`config.mk`:
```
export PLATFORM = sky130hd
export DESIGN_NAME = tpm_ram_arbiter
export DESIGN_NICKNAME = d
export VERILOG_FILES = /design/src/rtl/tpm_ram_arbiter.sv
export SDC_FILE = /design/constraint.sdc
export NUM_CORES = 1
export LEC_CHECK = 0
export BUFFER_PORTS_ARGS = -buffer_cell sky130_fd_sc_hd__buf_2
export CORE_UTILIZATION = 39
export CTS_BUF_LIST = sky130_fd_sc_hd__clkbuf_8 sky130_fd_sc_hd__clkbuf_16
export CTS_CLUSTER_DIAMETER = 200
export CTS_CLUSTER_SIZE = 8
export DETAILED_ROUTE_END_ITERATION = 16
export PLACE_DENSITY = 0.78
export SLEW_MARGIN = 20
export SYNTH_ARGS = -nofsm -noshare
export SYNTH_HDL_FRONTEND = slang
export SYNTH_SLANG_ARGS = --single-unit
```
`constraint.sdc`:
```
create_clock -name clk_i -period 2.6 [get_ports clk_i]
set_clock_uncertainty 0.2 [all_clocks]
set_input_delay 0.39 -clock clk_i [delete_from_list [all_inputs] [get_ports clk_i]]
set_output_delay 0.39 -clock clk_i [all_outputs]
set_load 0.03 [all_outputs]
```
`src/rtl/tpm_ram_arbiter.sv`:
```
// Shares the single-port TPM command/response RAM between the Wishbone slave and the
// LPC data-provider byte port. Owner-first priority with a starvation counter for the non-owner.
module tpm_ram_arbiter #(
    parameter int ADDR_WIDTH = 11,
    parameter int MAX_WAIT   = 16
) (
    input  logic                  clk_i,
    input  logic                  rstn_i,
    input  logic                  exec_i,
    input  logic [ADDR_WIDTH-1:0] wb_adr_i,
    input  logic [31:0]           wb_dat_i,
    output logic [31:0]           wb_dat_o,
    input  logic [3:0]            wb_sel_i,
    input  logic                  wb_we_i,
    input  logic                  wb_stb_i,
    input  logic                  wb_cyc_i,
    output logic                  wb_ack_o,
    input  logic                  dp_req_i,
    input  logic                  dp_we_i,
    input  logic [ADDR_WIDTH-1:0] dp_addr_i,
    input  logic [7:0]            dp_wdata_i,
    output logic [7:0]            dp_rdata_o,
    output logic                  dp_ack_o,
    output logic [ADDR_WIDTH-3:0] ram_a_o,
    output logic [31:0]           ram_wd_o,
    output logic [3:0]            ram_wen_o,
    input  logic [31:0]           ram_rd_i,
    output logic                  busy_o
);
    localparam logic [7:0] MAX_W = 8'(MAX_WAIT);

    typedef enum logic [1:0] {IDLE, ACC, ACK} state_e;

    state_e                state_q, state_d;
    logic                  gnt_wb_q, gnt_wb_d;
    logic                  gnt_dp_q, gnt_dp_d;
    logic [1:0]            lane_q, lane_d;
    logic [7:0]            wait_q, wait_d;
    logic                  exec_q;
    logic [ADDR_WIDTH-3:0] ram_a_q, ram_a_d;
    logic [31:0]           ram_wd_q, ram_wd_d;
    logic [3:0]            ram_wen_q, ram_wen_d;

    logic       in_ack, wb_ack, dp_ack;
    logic       wb_pend, dp_pend, own_pend, non_pend;
    logic       non_win, pick_wb, pick_dp;
    logic [7:0] wait_eff;
    logic       unused_adr;

    assign unused_adr = ^{wb_adr_i[1:0]};

    assign in_ack = (state_q == ACK);
    assign wb_ack = in_ack & gnt_wb_q & wb_cyc_i;
    assign dp_ack = in_ack & gnt_dp_q;

    always_comb begin
        wb_pend  = wb_cyc_i & wb_stb_i & ~wb_ack;
        dp_pend  = dp_req_i & ~dp_ack;
        own_pend = exec_i ? wb_pend : dp_pend;
        non_pend = exec_i ? dp_pend : wb_pend;
        // An ownership flip restarts the starvation count for the new non-owner.
        wait_eff = (exec_i != exec_q) ? 8'd0 : wait_q;
        non_win  = non_pend & (~own_pend | (wait_eff == MAX_W));
        pick_wb  = exec_i ? (own_pend & ~non_win) : non_win;
        pick_dp  = exec_i ? non_win : (own_pend & ~non_win);
    end

    always_comb begin
        state_d   = state_q;
        gnt_wb_d  = gnt_wb_q;
        gnt_dp_d  = gnt_dp_q;
        lane_d    = lane_q;
        ram_a_d   = ram_a_q;
        ram_wd_d  = ram_wd_q;
        ram_wen_d = 4'b0000;
        wait_d    = non_pend ? wait_eff : 8'd0;
        case (state_q)
            IDLE: begin
                if (non_win)
                    wait_d = 8'd0;
                else if (non_pend)
                    wait_d = (wait_eff == MAX_W) ? wait_eff : wait_eff + 8'd1;
                if (pick_wb) begin
                    state_d   = ACC;
                    gnt_wb_d  = 1'b1;
                    gnt_dp_d  = 1'b0;
                    ram_a_d   = wb_adr_i[ADDR_WIDTH-1:2];
                    ram_wd_d  = wb_dat_i;
                    ram_wen_d = wb_we_i ? wb_sel_i : 4'b0000;
                end else if (pick_dp) begin
                    state_d   = ACC;
                    gnt_wb_d  = 1'b0;
                    gnt_dp_d  = 1'b1;
                    lane_d    = dp_addr_i[1:0];
                    ram_a_d   = dp_addr_i[ADDR_WIDTH-1:2];
                    ram_wd_d  = {4{dp_wdata_i}};
                    ram_wen_d = dp_we_i ? (4'b0001 << dp_addr_i[1:0]) : 4'b0000;
                end
            end
            ACC: state_d = ACK;
            ACK: begin
                state_d  = IDLE;
                gnt_wb_d = 1'b0;
                gnt_dp_d = 1'b0;
            end
            default: state_d = IDLE;
        endcase
    end

    always_ff @(posedge clk_i or negedge rstn_i) begin
        if (!rstn_i) begin
            state_q   <= IDLE;
            gnt_wb_q  <= 1'b0;
            gnt_dp_q  <= 1'b0;
            lane_q    <= 2'd0;
            wait_q    <= 8'd0;
            exec_q    <= 1'b0;
            ram_a_q   <= '0;
            ram_wd_q  <= 32'd0;
            ram_wen_q <= 4'b0000;
        end else begin
            state_q   <= state_d;
            gnt_wb_q  <= gnt_wb_d;
            gnt_dp_q  <= gnt_dp_d;
            lane_q    <= lane_d;
            wait_q    <= wait_d;
            exec_q    <= exec_i;
            ram_a_q   <= ram_a_d;
            ram_wd_q  <= ram_wd_d;
            ram_wen_q <= ram_wen_d;
        end
    end

    assign wb_ack_o   = wb_ack;
    assign dp_ack_o   = dp_ack;
    assign wb_dat_o   = (in_ack & gnt_wb_q) ? ram_rd_i : 32'd0;
    assign dp_rdata_o = (in_ack & gnt_dp_q) ? ram_rd_i[{lane_q, 3'b000} +: 8] : 8'd0;
    assign ram_a_o    = ram_a_q;
    assign ram_wd_o   = ram_wd_q;
    assign ram_wen_o  = ram_wen_q;
    assign busy_o     = (state_q != IDLE);

endmodule

```
After elaboration in Yosys (flattened, before gate mapping)
Cells that the tools add are included.
W data, S select, Z words.
{ "classes": {"n_mux": 30, "n_eq_ne": 5, "n_reduce_logical": 7, "bitwise_logic": 14, "addsub": 1, "n_shift": 2} }
{ "op_table": {"columns": ["op", "count"], "rows": [
  ["$mux W32", 3],
  ["$mux W8", 7],
  ["$shiftx A32 B6 Y8", 1],
  ["$mux W4", 5],
  ["$mux W9", 2],
  ["$add A8 B1 Y8 const B", 1],
  ["$and A1 B1 Y1", 8],
  ["$eq A8 B5 Y1 const B", 1],
  ["$mux W1", 8],
  ["$reduce_bool A2 Y1", 3],
  ["$not A1 Y1", 5],
  ["$mux W2", 2],
  ["$pmux W1 S2", 2],
  ["$pmux W2 S2", 1],
  ["$reduce_and A2 Y1", 2],
  ["$shl A1 B2 Y4 const A", 1],
  ["$ne A3 B3 Y1 const B", 1],
  ["$reduce_and A3 Y1", 1],
  ["$eq A2 B1 Y1 const B", 1],
  ["$eq A2 B2 Y1 const B", 1],
  ["$logic_not A2 Y1", 1],
  ["$ne A1 B1 Y1", 1],
  ["$or A1 B1 Y1", 1]
]} }
{ "word_totals": {"regBits": 60, "wordCells": 68, "input_bits": 106, "out_inout_bits": 88} }

Logic depth before layout (Yosys ltp)
Gate-level depths: netlist (run 1).
{ "logic_depth": {"ltp_word": 15, "ltp_mapped": 10, "ltp_nobuf": 8} }

Worst setup path after synthesis (run 1)
No wires, ideal clock.
{ "synth_timing": {"path_type": "input-to-reg", "startpoint": "input port exec_i", "endpoint": "register ram_wd_q[10] (netlist: ram_wd_o[10])", "path_buffers": 2, "t_required_ns": 2.274, "setup_time_ns": 0.126, "path_stages": 10, "t_arrival_ns": 2.372, "slack_ns": -0.098, "path_cell_list": "clkbuf_1 -> xnor2_1 -> nand2_1 -> ha_1 -> nand4bb_1 -> or3_4 -> a21oi_2 -> nor3_2 -> buf_6 -> a221o_1"} }
{ "synth_between": {"elab_chain_len": 10, "word_cells_on_any_way": 15, "cone_classes": "eq/ne: 2; mux: 6; bitwise: 5; reduce/logical: 2"} }
{ "synth_lines": {"columns": ["item", "line", "rtl"], "rows": [
  ["from (decl)", "9", "input logic exec_i,"],
  ["$ne A1 B1 Y1", "62", "wait_eff = (exec_i != exec_q) ? 8'd0 : wait_q;"],
  ["$mux W8", "62", null],
  ["$eq A8 B5 Y1", "63", "non_win = non_pend & (~own_pend | (wait_eff == MAX_W));"],
  ["$or A1 B1 Y1", "63", null],
  ["$and A1 B1 Y1", "63", null],
  ["$not A1 Y1", "64, 65", null],
  ["$and A1 B1 Y1", "64, 65", null],
  ["$mux W1 (on tied branches)", "64, 65", null],
  ["$reduce_bool A2 Y1 (no source line)", null, null],
  ["$reduce_and A2 Y1 (no source line)", null, null],
  ["to (signal assigned)", "129", "ram_wd_q <= ram_wd_d;"],
  ["to (decl)", "41", "logic [31:0] ram_wd_q, ram_wd_d;"]
]} }
Parallel ways exist; a longest one is shown, timed or not.
A chain may end at the register's enable or synchronous reset.

Worst setup path in the final report (run 1)
{ "layout_timing": {"startpoint": "register exec_q", "endpoint": "register ram_wd_q[24] (netlist: ram_wd_o[24])"} }
{ "layout_between": {"elab_chain_len": 10, "word_cells_on_any_way": 12, "cone_classes": "eq/ne: 2; mux: 4; bitwise: 4; reduce/logical: 2"} }
{ "layout_lines": {"columns": ["item", "line", "rtl"], "rows": [
  ["from (decl)", "39", "logic exec_q;"],
  ["from (signal assigned)", "127", "exec_q <= exec_i;"],
  ["$ne A1 B1 Y1 *", "62", null],
  ["$mux W8 *", "62", null],
  ["$eq A8 B5 Y1 *", "63", null],
  ["$or A1 B1 Y1 *", "63", null],
  ["$and A1 B1 Y1 *", "63", null],
  ["$not A1 Y1", "64, 65", null],
  ["$and A1 B1 Y1", "64, 65", null],
  ["$mux W1 (on tied branches)", "64, 65", null],
  ["$reduce_bool A2 Y1 (no source line)", null, null],
  ["$reduce_and A2 Y1 (no source line)", null, null]
]} }
Mark *: on every way between the ends. The rest lies on a longest branch, timed or not.

==> flow_summary.ini, run 1 <==
[logic_synthesis]
synth-simple-area-share_pct = 18.9
synthXorXnorAreaFrac_pct = 1.37
synthAdderAreaFrac_pct = 0.781
synth_top_family_by_area = compound AO/OA/AOI/OAI gates
seq_area_frac_synth_pct = 46.9
synth_warnings = 0
yosysMostFrequentCell = dfrtp_1
synth-seq-cells = 60
synth_area_leaders = dfrtp_1 47%, a221o_1 10%, and3_1 7.0%
async_flop_share_pct = 100
yosys.area.top_type = dfrtp_1
synth_top_cells_by_count = 60 x dfrtp_1, 36 x and3_1, 32 x a221o_1
synth_mux_area_share_pct = 6.33
synth.distinct_cells = 44
synth_area_um2 = 3200
synth_top_area_share_pct = 46.9
ys_dominant_reg_cell = dfrtp_1
syn_nets = 410
synth_area_per_cell_um2 = 10.6
syn_inst = 302
synth-edff-count = 0
synth_compound_area_share_pct = 21.1

[die]
ios = 194
core_um2 = 7850
start_util_pct = 40.8
core.rowCount = 32
die-area_um2 = 8580
fp.dieH_um = 92.6
die_width_um = 92.6

[worst_setup_path]
endpoint_kind = flop
crit_type = flop to flop
cp_slowest_cell = dfrtp_2
crit_chain = xnor2_4, nand2_1, ha_1, nand4bb_1, or3_4, a21oi_4, nor3_4, buf_12, a221o_1
crit_family = simple AND/OR/NAND/NOR gates
worst_ep_required_time_ps = 2600
cp.depth = 9
cp_num_buf_inv = 1
critPathMaxFanout = 32
start_kind = flop
rr_worst_depth = 9
cpPeakStageDelay_ps = 440
cp.arrival_ps = 2490

[routing]
post_drt_wl_per_cell_um = 16.2
drt_pass1_iterations = 4
drt_iter0_markers = 119
num_vias = 3335
ant_nets = 0
remaining_drc_errors = 0
wirelength_um = 9860
via_per_inst = 5.49

[timing]
min_period_ps = 2490
period_share_pct = 95.9
slew_violations = 0
fmax_ghz = 0.401
setup_viol = 0
hold_viol = 0
grt_setup_unrepaired = true
worst_pin_slew_ps = 597
relSlewSlack_pct = 60.2

[global_route]
grt_pass1_vias = 3199
grt_overflow_total = 0
grt_first_pass_wirelength_um = 15000
gr-usage-all-layers_pct = 22.4
grt_max_degree = 37
antenna_found_initial = 1

[run]
drv_cap = 0

[layout]
finish.instance_area_um2 = 4590
nFillCells = 702
nNetsFinal = 607
area_growth_pct = 43.3
drive_gt1_share_pct = 48.8

[pwr]
powerDensity_nw_per_um2 = 1070
power.total_w = 0.00492
cellLeakagePower_nw = 2.48
ir_drop_v = 0.000382

[place]
port_buffers = 191
dpl_cell_area_um2 = 4350
dp_hpwl_um = 7470
globalplace.congestion = 0.800

[cts]
clock-root-buffer = clkbuf_8
clock_sinks = 60
cts_max_level = 3
cts_tree = yes
numCtsBuffers = 9
clk_latency_ps = 320
clk_path_buf_depth = 2
cts.clk_slew.worst_paths_ps = 70

[outcome]
outcome = completed

[hold_path]
hold_class = input port to flop
min_path_cells = 2
-- worst paths after layout --
| kind | start | endpoint | slack [ps] |
|---|---|---|---|
| min in group asynchronous | rstn_i | ram_wd_o[23]$_DFFE_PN0P_ | 400 |
| max reg2reg | exec_q$_DFF_PN0_ | ram_wd_o[24]$_DFFE_PN0P_ | 110 |
| min reg2reg | ram_wd_o[2]$_DFFE_PN0P_ | ram_wd_o[2]$_DFFE_PN0P_ | 310 |
| min | wb_sel_i[2] | ram_wen_o[2]$_DFF_PN0_ | 70 |
| max | exec_q$_DFF_PN0_ | ram_wd_o[24]$_DFFE_PN0P_ | 110 |
| max in group asynchronous | rstn_i | lane_q[0]$_DFFE_PN0P_ | 1180 |
-- routing by layer --
metal	up-vias	routed length (um)	GRT usage, %
met2	180	5010	39.5
li1	1556	-	-
met4	0	192	10.4
met1	1587	3800	25.6
met3	12	846	5.50
met5	-	0	0
-- power breakdown --
part	leakage, nW	internal, W	switching [W]
logic	1.63	0.000934	0.00160
clock network	0.107	0.000488	0.000351
registers	0.749	0.00129	0.000258
-- registers in the layout (all words and copies together), names as in the netlist --
name and cells:
gnt_dp_q 1, lane_q 2, wait_q 8, exec_q 1, ram_wd_o 32, gnt_wb_q 1, ram_wen_o 4, state_q 2
ram_a_o 9
-- what timing repair did --
item,in CTS,in global routing
hold buffers,1,0
gates resized for setup,0,5
setup buffers,0,0
endpoints found under the setup margin,0,40
endpoints found under the hold margin,24,0
-- per-stage QoR --
stage	hold WS, ps	TNS [ps]	instances	utilization [%]	worst slack (ps)
floorplan	-106	0	302	-	7.15
global placement	232	0	589	55.4	6.19
detailed placement	228	-246	589	55.4	-35.6
CTS	50.6	0	606	58.1	41.6
global route	59.8	-21.3	606	58.5	-21.3
finish	68.1	0	607	58.5	107
-- layout make-up --
cell class / instances / area, um^2 / area share (%)
well taps: 102 / 128 / 2.78
inverters: 8 / 30.0 / 0.654
repair buffers: 210 / 1130 / 24.5
flip-flops and latches: 60 / 1500 / 32.7
clock buffers: 11 / 151 / 3.30
multi-input cells: 210 / 1600 / 34.8
clock inverters: 5 / 51.3 / 1.12
diodes: 1 / 2.50 / 0.0545
-- cell usage in the layout, fill, tap and decap left out, types with 3 or more instances in the layout --
master    count
mux4_2        8
nand2_1      13
clkbuf_8     11
dfrtp_1      58
nor2b_1      10
xor2_1        3
nand3_1       7
nor2_1       19
and2_1       10
buf_2       191
a221o_1      32
inv_1         8
buf_4        16
and3_1       36
o21ai_0      11
a21oi_1      15
a31oi_1       9
-- logic make-up (layout without fill, tap and decap cells) --
group,after synthesis,after routing
other,0,1
AND/OR/NAND/NOR,107,107
AO/OA/AOI/OAI,86,86
multiplexers,10,10
buffers and inverters,32,234
flip-flops,60,60
adder cells (fa/ha/maj),2,2
XOR/XNOR,5,5
Note: power is estimated with default switching activity, not from simulation.
==> run 2, diff against run 1 <==
--- a/config.mk
+++ b/config.mk
@@ -11,7 +11,7 @@
 export CTS_CLUSTER_DIAMETER = 200
 export CTS_CLUSTER_SIZE = 8
 export DETAILED_ROUTE_END_ITERATION = 16
-export PLACE_DENSITY = 0.78
+export PLACE_DENSITY = 0.77
 export SLEW_MARGIN = 20
 export SYNTH_ARGS = -nofsm -noshare
 export SYNTH_HDL_FRONTEND = slang
==> flow_summary.ini, run 2 (same netlist as run 1, synthesis figures left out) <==
[layout]
mostFrequentLayoutCell = buf_2
finish.instance_area_um2 = 4630
final_cell_mix = 191 x buf_2, 59 x dfrtp_1, 36 x and3_1
nFillCells = 677
largest_reg_flops = 32
ff_latch_area_um2 = 1500
nNetsFinal = 611
diodes = 0
area_growth_pct = 44.4
multiInputGateArea_um2 = 1600
drive_gt1_share_pct = 49.8

[timing]
relSlewSlack_pct = 68.2
worst_pin_slew_ps = 476
grt_setup_unrepaired = true
setup_viol = 0
hold_viol = 0
fmax_ghz = 0.395
period_share_pct = 97.3
min_period_ps = 2530
slew_violations = 0

[die]
die_width_um = 92.6
core.rowCount = 32
core_um2 = 7850
die-area_um2 = 8580
start_util_pct = 40.8
fp.dieH_um = 92.6
ios = 194

[pwr]
clkPwrFrac_pct = 17.1
ir_drop_v = 0.000349
p_int_w = 0.00270
power.switching_w = 0.00228
p_seq_share_pct = 31.3
power.total_w = 0.00498
share_comb_of_total_power_pct = 51.7
switching_share_pct = 45.7
cellLeakagePower_nw = 2.50
powerDensity_nw_per_um2 = 1080

[hold_path]
whs_endpoint = ram_wen_o[2]$_DFF_PN0_
min_path_cells = 2
hold_class = input port to flop
hp-start = wb_sel_i[2]

[routing]
ant_nets = 0
wirelength_um = 10800
remaining_drc_errors = 0
drt_iter0_markers = 88
via_per_inst = 5.50
num_vias = 3357
post_drt_wl_per_cell_um = 17.7
drt_pass1_iterations = 4

[run]
drv_cap = 0

[worst_setup_path]
crit_type = flop to flop
critPathMaxFanout = 16
reg2reg_slack_ps = 70
cp_slowest_cell = or3_4
cp.arrival_ps = 2540
rr_startpoint = exec_q$_DFF_PN0_
rr_worst_depth = 9
start_kind = flop
reg2reg_to = ram_wd_o[29]$_DFFE_PN0P_
cpPeakStageDelay_ps = 440
endpoint_kind = flop
crit_chain = xnor2_2, nand2_1, ha_1, nand4bb_1, or3_4, a21oi_4, nor3_4, buf_12, a221o_1
worst_ep_required_time_ps = 2610

[cts]
clock_sinks = 60
clock-root-buffer = clkbuf_8
cts_max_level = 3
cts.clk_slew.worst_paths_ps = 70
cts_tree = yes
clk_path_buf_depth = 2
numCtsBuffers = 9
clk_latency_ps = 330

[global_route]
grt_first_pass_wirelength_um = 16200
grt_max_degree = 36
gr-usage-all-layers_pct = 24.4
antenna_found_initial = 0
grt_pass1_vias = 3288
grt_overflow_total = 0

[outcome]
outcome = completed

[place]
dp_hpwl_um = 8040
globalplace.congestion = 0.855
port_buffers = 191
dpl_cell_area_um2 = 4340
## run 2: cell type report
class	count	share of cell area [%]
multi-input combinational	210	34.5
sequential	60	32.5
timing repair buffer	214	25.3
clock buffer	10	2.98
tap	102	2.76
clock inverter	6	1.38
inverter	8	0.649
## run 2: worst max-delay path, delay by kind of cell (launching register included)
kind                       cells  cell delay, ps
and+or+nand+nor                4             800
AOI/OAI and AO/OA              2             470
DFF                            1             410
adders and majority gates      1             160
buffers and inverters          1             180
xor gates and xnor gates       1             180
## run 2: stage by stage
step / util [%] / setup TNS (ps) / hold WS [ps] / setup WS (ps) / std cells
final: 58.9 / 0 / 62.0 / 69.0 / 610
after global routing: 58.9 / -318 / 67.7 / -24.5 / 610
after CTS: 58.0 / 0 / 50.0 / 40.3 / 606
after detailed placement: 55.3 / -340 / 128 / -26.7 / 589
after global placement: 55.3 / 0 / 130 / 27.9 / 589
after floorplan: - / 0 / -106 / 7.15 / 302
## run 2: how the worst max path moves through the flow
| stage | cells after the start | slack, ps | from | to |
|---|---|---|---|---|
| after floorplan | 10 | 7 | exec_i | ram_wd_o[10]$_DFFE_PN0P_ |
| after global placement | 10 | 30 | exec_i | ram_wd_o[5]$_DFFE_PN0P_ |
| after detailed placement | 10 | -30 | exec_i | ram_wd_o[4]$_DFFE_PN0P_ |
| after CTS | 10 | 40 | exec_q$_DFF_PN0_ | ram_wd_o[22]$_DFFE_PN0P_ |
| after global routing | 9 | -20 | exec_q$_DFF_PN0_ | ram_wd_o[31]$_DFFE_PN0P_ |
| final | 9 | 70 | exec_q$_DFF_PN0_ | ram_wd_o[29]$_DFFE_PN0P_ |
## run 2: layer usage
layer | GRT usage (%) | vias up | wire length (um)
met5 | 0 | - | 0
met4 | 7.95 | 0 | 120
met3 | 4.60 | 10 | 788
met2 | 44.2 | 164 | 5610
met1 | 29.1 | 1627 | 4280
li1 | - | 1556 | -
## run 2: power groups by stage
stage	clock network, W	registers, W	logic (W)
3_5_place_dp	0	0.00158	0.00254
5_1_grt	0.000901	0.00161	0.00274
6_report	0.000851	0.00156	0.00258
3_3_place_gp	0	0.00155	0.00250
4_1_cts	0.000860	0.00156	0.00255
2_1_floorplan	0	0.00210	0.00118
## run 2: what timing repair did
item	4_1_cts	5_1_grt
hold endpoints to repair	16	0
hold buffers	1	0
setup buffers	0	2
gates resized for setup	0	7
endpoints found under the setup margin	0	47
==> run 3, diff against run 2 <==
--- a/config.mk
+++ b/config.mk
@@ -11,6 +11,7 @@
 export CTS_CLUSTER_DIAMETER = 200
 export CTS_CLUSTER_SIZE = 8
 export DETAILED_ROUTE_END_ITERATION = 16
+export MAX_ROUTING_LAYER = met4
 export PLACE_DENSITY = 0.77
 export SLEW_MARGIN = 20
 export SYNTH_ARGS = -nofsm -noshare
==> flow_summary.ini, run 3 (same netlist as run 1, synthesis figures left out) <==
[worst_setup_path]
crit_chain = xnor2_2, nand2_1, ha_1, nand4bb_1, or3_4, a21oi_4, nor3_4, buf_12, a221o_1
crit_type = flop to flop
cp_slowest_cell = or3_4
start_kind = flop
critPathMaxFanout = 32
cp.arrival_ps = 2470
endpoint_kind = flop
crit_family = simple AND/OR/NAND/NOR gates
worst_ep_required_time_ps = 2610
cp_num_buf_inv = 1
cpPeakStageDelay_ps = 420

[global_route]
grt_pass1_vias = 3203
grt_first_pass_wirelength_um = 16000
grt_overflow_total = 0
antenna_found_initial = 0
grt_max_degree = 61
gr-usage-all-layers_pct = 24.6

[die]
fp.dieH_um = 92.6
die-area_um2 = 8580
core_um2 = 7850
ios = 194
start_util_pct = 40.8
core.rowCount = 32
die_width_um = 92.6

[layout]
nNetsFinal = 605
instances_no_fill = 604
diodes = 0
largest_reg_flops = 32
area_growth_pct = 42.6
drive_gt1_share_pct = 49.0
final_cell_mix = 191 x buf_2, 59 x dfrtp_1, 36 x and3_1
mostFrequentLayoutCell = buf_2

[place]
dp_hpwl_um = 7620
place_inst = 588
port_buffers = 191
globalplace.congestion = 0.861

[cts]
clock_sinks = 60
cts_max_level = 3
cts_tree = yes
numCtsBuffers = 9
clk_latency_ps = 330
clock-root-buffer = clkbuf_8
hold_buffers = 0
cts.clk_slew.worst_paths_ps = 70
clk_path_buf_depth = 2

[timing]
setup_viol = 0
fmax_ghz = 0.407
holdWs_ps = 4.95
period_share_pct = 94.5
slew_violations = 0
tns_ps = 0
min_period_ps = 2460
worst_pin_slew_ps = 774
hold_viol = 0
grt_setup_unrepaired = false
relSlewSlack_pct = 48.4

[routing]
ant_nets = 0
num_vias = 3410
via_per_inst = 5.65
post_drt_wl_per_cell_um = 16.8
drt_pass1_iterations = 4
wirelength_um = 10200
remaining_drc_errors = 0
drt_iter0_markers = 134

[hold_path]
hold_class = input port to async pin

[pwr]
cellLeakagePower_nw = 2.47
powerDensity_nw_per_um2 = 1100
ir_drop_v = 0.000453
power.total_w = 0.00502

[run]
drv_cap = 0

[outcome]
outcome = completed
run 3: final timing paths:
kind	depth (start not counted)	slack, ps	to	start
worst max-delay path	9	140	ram_wd_o[6]$_DFFE_PN0P_	exec_q$_DFF_PN0_
worst min-delay path	2	5	ram_wd_o[17]$_DFFE_PN0P_	rstn_i
worst max register to register	9	140	ram_wd_o[6]$_DFFE_PN0P_	exec_q$_DFF_PN0_
worst min register to register	1	310	ram_wd_o[30]$_DFFE_PN0P_	ram_wd_o[30]$_DFFE_PN0P_
max in group asynchronous	2	1620	lane_q[0]$_DFFE_PN0P_	rstn_i
min in group clk_i	2	70	ram_wen_o[3]$_DFF_PN0_	wb_sel_i[3]
run 3: what timing repair did:
item,4_1_cts,5_1_grt
gates resized for setup,0,4
setup endpoints to repair,0,41
setup buffers,0,0
run 3: stage by stage:
stage / utilization (%) / cell area, um^2 / setup WS [ps]
3_3_place_gp: 55.2 / 4330 / 24.9
2_1_floorplan: - / 3210 / 7.15
6_report: 58.2 / 4570 / 144
3_5_place_dp: 55.2 / 4330 / -15.6
5_1_grt: 58.2 / 4570 / 18.5
4_1_cts: 58.0 / 4550 / 51.2
run 3: worst reg2reg max path, cell delays in order (launching register included):
cell and delay [ps]:
dfrtp_1 410, xnor2_2 180, nand2_1 110, ha_1 150
nand4bb_1 130, or3_4 420, a21oi_4 170, nor3_4 70
buf_12 190, a221o_1 320
run 3: where the power goes:
| part | internal, W | leakage [nW] | switching (W) | total (W) |
|---|---|---|---|---|
| logic | 0.000927 | 1.61 | 0.00161 | 0.00253 |
| registers | 0.00129 | 0.750 | 0.000261 | 0.00155 |
| clock network | 0.000544 | 0.110 | 0.000394 | 0.000938 |
run 3: per-layer routing:
layer | GRT usage (%) | vias to the layer above | wire length, um
met5 | - | - | 0
met2 | 42.2 | 192 | 5150
met1 | 29.3 | 1654 | 4000
met3 | 4.60 | 14 | 865
li1 | - | 1550 | -
met4 | 7.82 | 0 | 132
run 3: cell type report:
type / instances / area (um^2)
Inverter: 8 / 30.0
Timing Repair Buffer: 208 / 1100
Tap cell: 102 / 128
Clock buffer: 9 / 124
Multi-Input combinational cell: 210 / 1590
Sequential cell: 60 / 1500
Fill cell: 707 / 3280
Clock inverter: 7 / 98.8
